[src/rtl/reg_readout_pkg.sv]
// Shared definitions for the register readout serializer: FSM encoding and default sizing.
package reg_readout_pkg;

  typedef enum logic [1:0] {
    StIdle  = 2'b00,
    StShift = 2'b01,
    StDone  = 2'b10
  } state_e;

  localparam int unsigned DefaultN   = 8;
  localparam int unsigned DefaultDiv = 4;

endpackage

[src/rtl/piso_shift.sv]
// N-bit parallel-load register that shifts left (zero fill); MSB is the serial output.
module piso_shift #(
  parameter int unsigned N = 8
) (
  input  logic         clk,
  input  logic         reset,
  input  logic         load,
  input  logic         shift,
  input  logic [N-1:0] din,
  output logic         msb
);

  logic [N-1:0] sr_q;

  always_ff @(posedge clk) begin
    if (reset) begin
      sr_q <= '0;
    end else if (load) begin
      sr_q <= din;
    end else if (shift) begin
      sr_q <= {sr_q[N-2:0], 1'b0};
    end
  end

  assign msb = sr_q[N-1];

endmodule

[src/rtl/reg_readout.sv]
// Captures one of four registers and streams it MSB first, each bit held DIV cycles,
// followed by a one-cycle done marker.
module reg_readout
  import reg_readout_pkg::*;
#(
  parameter int unsigned N   = DefaultN,
  parameter int unsigned DIV = DefaultDiv
) (
  input  logic         clk,
  input  logic         reset,
  input  logic         start,
  input  logic [1:0]   sel,
  input  logic [N-1:0] r0,
  input  logic [N-1:0] r1,
  input  logic [N-1:0] r2,
  input  logic [N-1:0] r3,
  output logic         sdo,
  output logic         sval,
  output logic         busy,
  output logic         done
);

  localparam int unsigned DivW = (DIV > 1) ? $clog2(DIV) : 1;
  localparam int unsigned BitW = $clog2(N + 1);

  state_e          state_q;
  logic [DivW-1:0] div_q;
  logic [BitW-1:0] bit_q;
  logic            sval_q;
  logic            busy_q;
  logic            done_q;

  logic            div_end;
  logic            capture;
  logic            shift_en;
  logic            msb;
  logic [N-1:0]    sel_val;

  always_comb begin
    sel_val = r0;
    unique case (sel)
      2'd0: sel_val = r0;
      2'd1: sel_val = r1;
      2'd2: sel_val = r2;
      2'd3: sel_val = r3;
      default: sel_val = r0;
    endcase
  end

  assign div_end  = (div_q == DivW'(DIV - 1));
  assign capture  = (state_q == StIdle) && start;
  assign shift_en = (state_q == StShift) && div_end;

  always_ff @(posedge clk) begin
    if (reset) begin
      state_q <= StIdle;
      div_q   <= '0;
      bit_q   <= '0;
      sval_q  <= 1'b0;
      busy_q  <= 1'b0;
      done_q  <= 1'b0;
    end else begin
      unique case (state_q)
        StIdle: begin
          if (start) begin
            state_q <= StShift;
            div_q   <= '0;
            bit_q   <= '0;
            sval_q  <= 1'b1;
            busy_q  <= 1'b1;
          end
        end
        StShift: begin
          if (div_end) begin
            div_q <= '0;
            bit_q <= bit_q + 1'b1;
            // Last bit period ends: leave SHIFT for the single done cycle.
            if (bit_q == BitW'(N - 1)) begin
              state_q <= StDone;
              sval_q  <= 1'b0;
              done_q  <= 1'b1;
            end
          end else begin
            div_q <= div_q + 1'b1;
          end
        end
        StDone: begin
          state_q <= StIdle;
          busy_q  <= 1'b0;
          done_q  <= 1'b0;
        end
        default: begin
          state_q <= StIdle;
          sval_q  <= 1'b0;
          busy_q  <= 1'b0;
          done_q  <= 1'b0;
        end
      endcase
    end
  end

  piso_shift #(
    .N(N)
  ) u_piso (
    .clk  (clk),
    .reset(reset),
    .load (capture),
    .shift(shift_en),
    .din  (sel_val),
    .msb  (msb)
  );

  assign sdo  = sval_q & msb;
  assign sval = sval_q;
  assign busy = busy_q;
  assign done = done_q;

endmodule

[config.mk]
export PLATFORM = sky130hd
export DESIGN_NAME = reg_readout
export DESIGN_NICKNAME = d
export VERILOG_FILES = /design/src/rtl/reg_readout_pkg.sv /design/src/rtl/piso_shift.sv /design/src/rtl/reg_readout.sv
export SDC_FILE = /design/constraint.sdc
export NUM_CORES = 1
export LEC_CHECK = 0
export BUFFER_PORTS_ARGS = -buffer_cell sky130_fd_sc_hd__buf_2
export CORE_AREA = 4 4 54 56
export CTS_BUF_LIST = sky130_fd_sc_hd__clkbuf_8
export DETAILED_ROUTE_END_ITERATION = 16
export DIE_AREA = 0 0 58 60
export PLACE_DENSITY_LB_ADDON = 0.2
export SLEW_MARGIN = 20
export SYNTH_ARGS = -nofsm -noshare
export SYNTH_HDL_FRONTEND = slang
export SYNTH_SLANG_ARGS = --single-unit
export TNS_END_PERCENT = 50
[constraint.sdc]
create_clock -name clk -period 2.22 [get_ports clk]
set_clock_uncertainty 0.15 [all_clocks]
set_input_delay 0.111 -clock clk [delete_from_list [all_inputs] [get_ports clk]]
set_output_delay 0.111 -clock clk [all_outputs]
set_load 0.05 [all_outputs]
# Word level (Yosys, flattened, before mapping)
# Index checks and enable logic that the tools add are counted.
[word_totals]
output_inout_bits = 4
elab_cells = 56
ff_bits = 19
inputBits = 37
[op_classes]
bitwise_logic = 4
add_sub_neg = 2
reduce_logical = 12
n_mux = 21
n_eq_ne = 10
[ops]
columns = ["cell", "n"]
rows = [
  ["8-bit one-hot mux with 4 select lines", 1],
  ["8-bit two-way mux", 2],
  ["2-bit two-way mux", 5],
  ["3-bit AND reduction", 3],
  ["2-bit == test, second input constant", 4],
  ["4-bit two-way mux", 2],
  ["2-bit one-hot mux with 2 select lines", 2],
  ["4-bit one-hot mux with 2 select lines", 1],
  ["1-bit two-way mux", 5],
  ["4-bit by 1-bit adder with 4-bit output, second input constant", 1],
  ["2-bit by 1-bit == test with 1-bit output, second input constant", 2],
  ["4-bit by 3-bit == test with 1-bit output, second input constant", 1],
  ["2-bit logical NOT", 2],
  ["2-bit != test, second input constant", 2],
  ["1-bit one-hot mux with 2 select lines", 2],
  ["2-bit AND reduction", 2],
  ["4-bit AND reduction", 1],
  ["2-bit nonzero test", 2],
  ["1-bit NOT", 3],
  ["1-bit one-hot mux with 3 select lines", 1],
  ["2-bit by 1-bit adder with 2-bit output, second input constant", 1],
  ["1-bit logical AND", 2],
  ["2-bit by 1-bit != test with 1-bit output, second input constant", 1],
  ["1-bit AND", 1],
]

# Logic depth before layout (Yosys ltp)
# Gate-level depths: netlist of the first run.
[logic_depth]
depth_word = 4
ltp_mapped = 5
mapped_depth_nobuf = 4

# Modules after synthesis
# A second synthesis of the first run with hierarchy kept.
[unflattened]
cells_unflattened = 100
hier_area_um2 = 1057.3
[modules_own_cells]
columns = ["mod", "cells_per_inst", "seq_area_each_um2", "n_inst", "area_per_inst_um2"]
rows = [
  ["reg_readout", 65, 220.2, 1, 688.2],
  ["piso_shift", 35, 160.2, 1, 369.1],
]

# Least setup slack after synthesis of the first run
# Ideal clock, no wire load.
[synth_timing]
kind = "register to register"
startpoint = "reg div_q[0]"
endpoint = "reg bit_q[3]"
stages_incl_launch_ff = 5
arrival_time_ns = 1.330
period_less_slack_ns = 1.566
required_time_ns = 1.984
setup_time_ns = 0.086
path_buffers = 0
setup_slack_ns = 0.654
path_cell_list = "dfxtp_1 -> ha_1 -> mux2i_1 -> or4_1 -> a211oi_1"
[synth_between]
elab_chain_cells = 3
[synth_lines]
columns = ["item", "line_no", "rtl"]
rows = [
  ["from (decl)", "reg_readout.sv:27", "logic [DivW-1:0] div_q;"],
  ["from (signal assigned)", "reg_readout.sv:84", "div_q <= div_q + 1'b1;"],
  ["2-bit == test", "reg_readout.sv:50", "assign div_end = (div_q == DivW'(DIV - 1));"],
  ["2-bit != test (no source line)", "n/a", ""],
  ["3-bit AND reduction (no source line)", "n/a", ""],
  ["to (signal assigned)", "reg_readout.sv:76", "bit_q <= bit_q + 1'b1;"],
  ["to (decl)", "reg_readout.sv:28", "logic [BitW-1:0] bit_q;"],
]
# No other way between the ends.
# A chain may end at the register's enable or synchronous reset.

# Final worst setup path of the first run
[layout_timing]
startpoint = "reg state_q[0]"
endpoint = "reg u_piso.sr_q[2]"
[layout_between]
elab_chain_cells = 3
elab_cells_between_ends = 6
classes_between = "eq/ne (1); mux (1); reduce/logical (4)"
[layout_lines]
columns = ["item", "line_no", "rtl"]
rows = [
  ["from (decl)", "reg_readout.sv:26", "state_e state_q;"],
  ["from (signal assigned)", "reg_readout.sv:56", "state_q <= StIdle;"],
  ["from (signal assigned)", "reg_readout.sv:66", "state_q <= StShift;"],
  ["from (signal assigned)", "reg_readout.sv:79", "state_q <= StDone;"],
  ["2-bit by 1-bit == test with 1-bit output or 2-bit logical NOT (tied branches)", "reg_readout.sv:52, reg_readout.sv:51", ""],
  ["1-bit logical AND (on tied branches)", "reg_readout.sv:52, reg_readout.sv:51", ""],
  ["2-bit nonzero test (no source line) or 8-bit two-way mux (tied branches)", "n/a", ""],
  ["to (signal assigned)", "piso_shift.sv:19", "sr_q <= din;"],
  ["to (signal assigned)", "piso_shift.sv:21", "sr_q <= {sr_q[N-2:0], 1'b0};"],
  ["to (decl)", "piso_shift.sv:13", "logic [N-1:0] sr_q;"],
]
# Parallel ways exist; a longest one is shown, timed or not.

==> parameters.txt, run 1 <==
Parameter                              Value

Yosys
  Post-synthesis cell count    133
  Share of synthesized flip-flops with an asynchronous set or reset    0%
  Most instantiated flip-flop cell in the synthesis netlist    sky130_fd_sc_hd__dfxtp_1
  Simple-gate share of the synthesized area    21.5%
  Main area contributors after synthesis    sky130_fd_sc_hd__dfxtp_1 (32%), sky130_fd_sc_hd__mux2_2 (13%), sky130_fd_sc_hd__a22oi_1 (5.7%)
  Total of flip-flops plus latches after synthesis    19
  Fraction of synthesized cell area in xor and xnor cells    0%
  Synthesized area per cell    8.98 um^2
  Area of the mapped netlist    1190 um^2
  Top cell type's share of synthesized area    31.8%
  Cell type with the highest aggregate area in the netlist    sky130_fd_sc_hd__dfxtp_1
  Combinational family with the most area after synthesis    simple AND/OR/NAND/NOR gates
  Number of enable-type register cells in the synthesized netlist    0
  Portion of netlist area occupied by mux cells    16.8%
  Net count after synthesis    172
  Warnings, synthesis    0
  Share of synthesized area occupied by flip-flops and latches    31.8%
  Synthesized-area fraction occupied by ao, oa, aoi and oai cells    20.4%
  Unique cell type count in the Yosys netlist    35
  Post-synthesis adder-cell area fraction    2.09%

Flow run
  Max-cap violations    0

STA
  Post-Route Setup TNS    0 ns
  Max-slew violations    0
  Hold violation count in the final report    0
  Maximum achievable frequency    559 MHz
  Relative max-transition margin    69.3%
  Setup violations, final    0
  Setup repair after global routing missed its margin    no
  Clock period minus worst slack    1.79 ns
  Final period utilization    80.5%
  Post-route worst setup slack    0.432 ns
  Transition time at the pin with the least slew margin    0.459 ns

Drt
  DRC    0
  Total length of routed wires    2860 um
  Vias post-DR    1094
  First-iteration detailed-routing DRC count    15
  Number of vias per cell    5.44
  DRT antenna net count    0
  Routed wirelength normalized by instance count    14.2 um
  TritonRoute pass-1 iters    4

Worst setup path
  Data required time at the worst endpoint    2.19 ns
  Slowest cell on the critical path    sky130_fd_sc_hd__dfxtp_1
  Worst-path cell chain    mux2i_1 > or2_0 > a221oi_1
  Top fanout value on the critical path    9
  CP arrival    1.76 ns
  Type of destination of the critical path    flip-flop
  Critical Path Source Type    flip-flop
  Crit Path Class    reg -> reg
  Largest stage delay, worst path    0.50 ns

Run status
  Status    finished clean

Floorplan
  Floorplan Core Area    2430 um^2
  Starting density of the core    49.1%
  I/O pins    41
  DIE WIDTH    58 um
  Placement Rows    18
  Floorplan die area    3480 um^2
  Die Span Y    60 um

Clocking
  Total setup buffers inserted after CTS    0
  CTS Sinks    19
  H-tree levels    1
  Post-CTS Hold Fix Bufs    0
  Clock tree from TritonCTS    built
  Cells resized by post-CTS repair    0
  Clk root buf    sky130_fd_sc_hd__clkbuf_8
  Worst skew pair latency    0.26 ns
  Deepest clock path buffer count    2
  Clock buffers created by TritonCTS    3
  Worst-path clk slew    0.07 ns

Global route
  Congestion Overflow GR    0
  Maximum number of pins on one net before global-route repair    21
  Antenna violations before repair    0
  First-pass GRT wire length    4890 um
  Total global routing track utilization    18.3%
  Vias in the first global route    1128

Place
  Dpl ws    0.451 ns
  HPWL after detailed placement    2260 um
  IO buf count    40
  Final estimated routing congestion in global placement    0.777

Finish
  Diodes inserted    0
  Area growth syn-to-layout    22.2%
  Fill count    230
  Count of nets after finishing    211
  Share of cells above drive strength 1    38.0%

Worst hold path
  Hold Crit Class    in -> reg

Power
  Leakage power summed over all cells    0.612 nW
  Final total power    0.774 mW
  Ratio of total power to cell area    530 nW/um^2
  Maximum ir drop on the vdd rail    0.486 mV
==> cells in the mapped netlist, types with 4 or more instances <==
cell	count
sky130_fd_sc_hd__inv_1	9
sky130_fd_sc_hd__a221oi_1	7
sky130_fd_sc_hd__a21oi_1	13
sky130_fd_sc_hd__clkbuf_1	4
sky130_fd_sc_hd__nor2b_1	4
sky130_fd_sc_hd__o21ai_0	4
sky130_fd_sc_hd__nor2_1	6
sky130_fd_sc_hd__buf_2	5
sky130_fd_sc_hd__dfxtp_1	19
sky130_fd_sc_hd__a22oi_1	9
sky130_fd_sc_hd__mux2_2	14
sky130_fd_sc_hd__nand3b_1	8
==> path summary, 6_finish.rpt <==
| path | startpoint | endpoint | slack (ns) | cells past startpoint |
|---|---|---|---|---|
| setup / recovery | state_q[0] | u_piso.sr_q[2] | 0.43 | 3 |
| hold / removal | reset | div_q[0] | 0.09 | 2 |
| hold reg to reg | done | done | 0.32 | 1 |
| setup reg to reg | state_q[0] | u_piso.sr_q[2] | 0.43 | 3 |
==> flip-flops by register name, indices dropped and copies added, names as in the netlist <==
signal / cells
busy: 1
done: 1
state_q: 2
div_q: 2
u_piso.sr_q: 8
bit_q: 4
sval: 1
==> layout make-up <==
type                    count  area, um^2  share of cell area, %
flip-flops and latches     19         380                   26.0
inverters                   9        33.8                   2.31
clock inverters             1        3.75                  0.257
repair buffers             45         238                   16.3
well taps                  30        37.5                   2.57
clock buffers               3        41.3                   2.83
multi-input cells          94         726                   49.7
==> per-stage QoR <==
stage | cell area [um^2] | util, % | hold WS, ns | cells
floorplan | 1190 | - | 0.144 | 133
global placement | 1420 | 58.2 | 0.296 | 197
detailed placement | 1420 | 58.2 | 0.304 | 197
CTS | 1460 | 60.0 | 0.0812 | 201
global route | 1460 | 60.0 | 0.111 | 201
finish | 1460 | 60.0 | 0.0868 | 201
==> metal layers <==
layer	routed length, um	part of all wire, %	vias up	track usage [%]
met3	136	4.8	2	4.54
met4	9	0.31	0	3.97
li1	-	-	566	-
met2	1590	56	23	36.5
met5	0	0	-	0
met1	1120	39	503	19.1
==> worst max-delay path, delay by kind of cell (launching register included) <==
| family | cells | cell delay (ns) |
|---|---|---|
| DFF | 1 | 0.50 |
| and+or+nand+nor | 1 | 0.42 |
| muxes | 1 | 0.41 |
| AOI/OAI and AO/OA | 1 | 0.17 |
==> cell families after synthesis <==
family                   after synthesis
multiplexers                          17
AO/OA/AOI/OAI                         37
buffers and inverters                 20
flip-flops                            19
AND/OR/NAND/NOR                       38
adder cells (fa/ha/maj)                2
==> where the power goes <==
group | leakage (nW) | switching (mW) | total, mW | internal (mW)
sequential | 0.156 | 0.0147 | 0.374 | 0.360
clock | 0.0269 | 0.111 | 0.234 | 0.123
combinational | 0.429 | 0.0827 | 0.165 | 0.0827
==> cells in the final DEF, fill, tap and decap left out, types with 3 or more instances in the layout <==
cell,synthesis,final
sky130_fd_sc_hd__mux2_2,14,14
sky130_fd_sc_hd__nor3b_1,3,3
sky130_fd_sc_hd__buf_4,0,5
sky130_fd_sc_hd__clkbuf_8,0,3
sky130_fd_sc_hd__nor2_1,6,6
sky130_fd_sc_hd__o21ai_0,4,4
sky130_fd_sc_hd__nor2b_1,4,4
sky130_fd_sc_hd__a221oi_1,7,7
sky130_fd_sc_hd__inv_1,9,10
sky130_fd_sc_hd__nand2_1,3,3
sky130_fd_sc_hd__buf_2,5,40
sky130_fd_sc_hd__a21oi_1,13,13
sky130_fd_sc_hd__dfxtp_1,19,19
sky130_fd_sc_hd__nand3b_1,8,8
sky130_fd_sc_hd__a22oi_1,9,9
Power figures use the tool's default switching activity.
==> run 2: changes to the inputs <==
CORE_AREA = 4 4 56 58   (was 4 4 54 56)
DIE_AREA = 0 0 60 62   (was 0 0 58 60)
clock period = 1.44 ns   (was 2.22 ns; I/O delays follow)
==> parameters.txt, run 2 (synthesized netlist as in run 1, its figures left out) <==
Parameter                              Value

Run status
  Status    finished with violations (was finished clean)
  Violated checks    setup timing

Drt
  Routed wirelength normalized by instance count    14.5 um (was 14.2 um)
  TritonRoute pass-1 iters    4 (unchanged)
  Total length of routed wires    3080 um (was 2860 um)
  Number of vias per cell    5.60 (was 5.44)
  DRT antenna net count    0 (unchanged)
  DRC    0 (unchanged)
  Vias post-DR    1192 (was 1094)
  First-iteration detailed-routing DRC count    34 (was 15)

Worst setup path
  CP arrival    1.50 ns (was 1.76 ns)
  Data required time at the worst endpoint    1.46 ns (was 2.19 ns)
  Slowest cell on the critical path    sky130_fd_sc_hd__dfxtp_2 (was sky130_fd_sc_hd__dfxtp_1)
  Type of destination of the critical path    flip-flop (unchanged)
  Worst-path cell chain    ha_4 > mux2i_4 > or2_1 > buf_6 > a221oi_1 (was mux2i_1 > or2_0 > a221oi_1)
  Crit Path Class    reg -> reg (unchanged)
  CP top delay family    flip-flops (unchanged)
  Largest stage delay, worst path    0.36 ns (was 0.50 ns)
  Top fanout value on the critical path    7 (was 9)
  Cell count of the worst reg-to-reg path    5 (was 3)
  Critical Path Source Type    flip-flop (unchanged)
  Buf/Inv on CP    1 (was 0)
  Worst path depth    5 (was 3)

Clocking
  Clk root buf    sky130_fd_sc_hd__clkbuf_8 (unchanged)
  Deepest clock path buffer count    2 (unchanged)
  Worst-path clk slew    0.07 ns (about the same)
  Clock buffers created by TritonCTS    3 (unchanged)
  Worst skew pair latency    0.26 ns (about the same)
  H-tree levels    1 (unchanged)
  CTS Sinks    19 (unchanged)
  Clock tree from TritonCTS    built (unchanged)
  Post-CTS Hold Fix Bufs    0 (unchanged)

Finish
  Highest-count cells in the layout ignoring fill and taps    sky130_fd_sc_hd__buf_2 (40), sky130_fd_sc_hd__mux2_2 (14), sky130_fd_sc_hd__dfxtp_1 (14) (was sky130_fd_sc_hd__buf_2 (40), sky130_fd_sc_hd__dfxtp_1 (19), sky130_fd_sc_hd__mux2_2 (14))
  Count of nets after finishing    222 (was 211)
  Commonest non-fill, non-tap cell in the layout    sky130_fd_sc_hd__buf_2 (unchanged)
  Max reg flops    8 (unchanged)
  Largest registers    u_piso.sr_q: 8 flops, bit_q: 4 flops (unchanged)
  Fin area    1670 um^2 (was 1460 um^2)
  Area growth syn-to-layout    39.6% (was 22.2%)
  Multi-input gate area    816 um^2 (was 726 um^2)
  Diodes inserted    0 (unchanged)
  Fill count    228 (was 230)
  Share of cells above drive strength 1    52.2% (was 38.0%)
  Reg with most FFs    u_piso.sr_q (unchanged)
  Combined flip-flop and latch cell area    392 um^2 (was 380 um^2)

STA
  Hold violation count in the final report    0 (unchanged)
  Setup violations, final    5 (was 0)
  Transition time at the pin with the least slew margin    0.413 ns (was 0.459 ns)
  Relative max-transition margin    72.4% (was 69.3%)
  Hold slack    0.0656 ns (was 0.0868 ns)
  Max-slew violations    0 (unchanged)
  Final period utilization    103% (was 80.5%)
  Clock period minus worst slack    1.48 ns (was 1.79 ns)
  Post-route worst setup slack    -0.0411 ns (was 0.432 ns)
  Maximum achievable frequency    675 MHz (was 559 MHz)
  Setup repair after global routing missed its margin    yes (was no)

Global route
  Antenna violations before repair    0 (unchanged)
  Most Used Layer, Global Route    met2 (unchanged)
  First-pass GRT wire length    5150 um (was 4890 um)
  Congestion Overflow GR    0 (unchanged)
  Routing usage on met2    34.0% (was 36.5%)
  GRT met1 Usage    22.0% (was 19.1%)
  Maximum number of pins on one net before global-route repair    21 (unchanged)
  Total global routing track utilization    18.6% (was 18.3%)
  Met3 global-route usage    3.31% (was 4.54%)
  Vias in the first global route    1114 (was 1128)

Power
  Leakage power summed over all cells    0.689 nW (was 0.612 nW)
  Clock group share of total power    29.7% (was 30.3%)
  Internal power of the cells    0.900 mW (was 0.565 mW)
  Power spent charging and discharging nets    0.353 mW (was 0.208 mW)
  Ratio of total power to cell area    751 nW/um^2 (was 530 nW/um^2)
  Maximum ir drop on the vdd rail    0.467 mV (was 0.486 mV)
  Switch share    28.2% (was 26.9%)
  Comb pwr share    24.4% (was 21.4%)
  Sequential Power Share    45.9% (was 48.4%)

Floorplan
  Placement Rows    19 (was 18)
  Die Span Y    62 um (was 60 um)
  Floorplan Core Area    2660 um^2 (was 2430 um^2)
  Starting density of the core    44.9% (was 49.1%)
  DIE WIDTH    60 um (was 58 um)
  Floorplan die area    3720 um^2 (was 3480 um^2)
  I/O pins    41 (unchanged)

Place
  IO buf count    40 (unchanged)
  Area after DPL    1480 um^2 (was 1420 um^2)
  Final estimated routing congestion in global placement    0.868 (was 0.777)
  HPWL after detailed placement    2370 um (was 2260 um)

Flow run
  Max-cap violations    0 (unchanged)

Worst hold path
  Hold Crit Class    in -> reg (unchanged)
  Number of instances on the worst hold path    2 (unchanged)
run 2: cell count changes in the layout (fill, tap and decap cells not counted), moves of 4 or more:
cell and delta:
sky130_fd_sc_hd__dfxtp_1 -5, sky130_fd_sc_hd__a221oi_2 +4, sky130_fd_sc_hd__buf_4 +6, sky130_fd_sc_hd__a221oi_1 -4, sky130_fd_sc_hd__buf_6 +4
run 2: layout make-up:
cell class	count	area share [%]
Sequential cell	19	23.5
Clock inverter	1	0.225
Inverter	9	2.03
Tap cell	31	2.33
Multi-Input combinational cell	94	48.9
Timing Repair Buffer	56	20.6
Clock buffer	3	2.48
run 2: final timing paths:
check | endpoint | slack, ns | from
setup / recovery | u_piso.sr_q[2] | -0.04 | div_q[0]
hold reg to reg | done | 0.32 | done
hold / removal | div_q[1] | 0.07 | reset
setup reg to reg | u_piso.sr_q[2] | -0.04 | div_q[0]
run 2: per-layer routing:
layer / wire [um] / vias up
li1: - / 590
met1: 1180 / 567
met2: 1710 / 30
met3: 148 / 5
met4: 49 / 0
met5: 0 / -
run 2: repair_timing:
item | in CTS | in global routing
hold endpoints to repair | 0 | 0
buffers inserted | 1 | 2
pin swaps | 4 | 9
setup endpoints to repair | 12 | 17
resized for setup | 10 | 19
run 2: metrics by stage:
| step | power, mW | setup TNS (ns) | util, % | instances | setup WS (ns) |
|---|---|---|---|---|---|
| 2_1_floorplan | 0.762 | -0.0157 | - | 133 | -0.0157 |
| 3_3_place_gp | 0.853 | -0.223 | 55.7 | 206 | -0.109 |
| 6_report | 1.25 | -0.114 | 62.6 | 213 | -0.0411 |
| 3_5_place_dp | 0.863 | -0.619 | 55.7 | 206 | -0.157 |
| 4_1_cts | 1.24 | -0.223 | 59.2 | 211 | -0.0571 |
| 5_1_grt | 1.32 | -0.725 | 62.6 | 213 | -0.0803 |
run 2: power by group through the flow:
stage               logic [mW]  registers [mW]  clock network (mW)
floorplan                0.167           0.595                   0
global placement         0.268           0.585                   0
detailed placement       0.278           0.586                   0
CTS                      0.283           0.575               0.385
global route             0.335           0.579               0.406
finish                   0.305           0.575               0.373
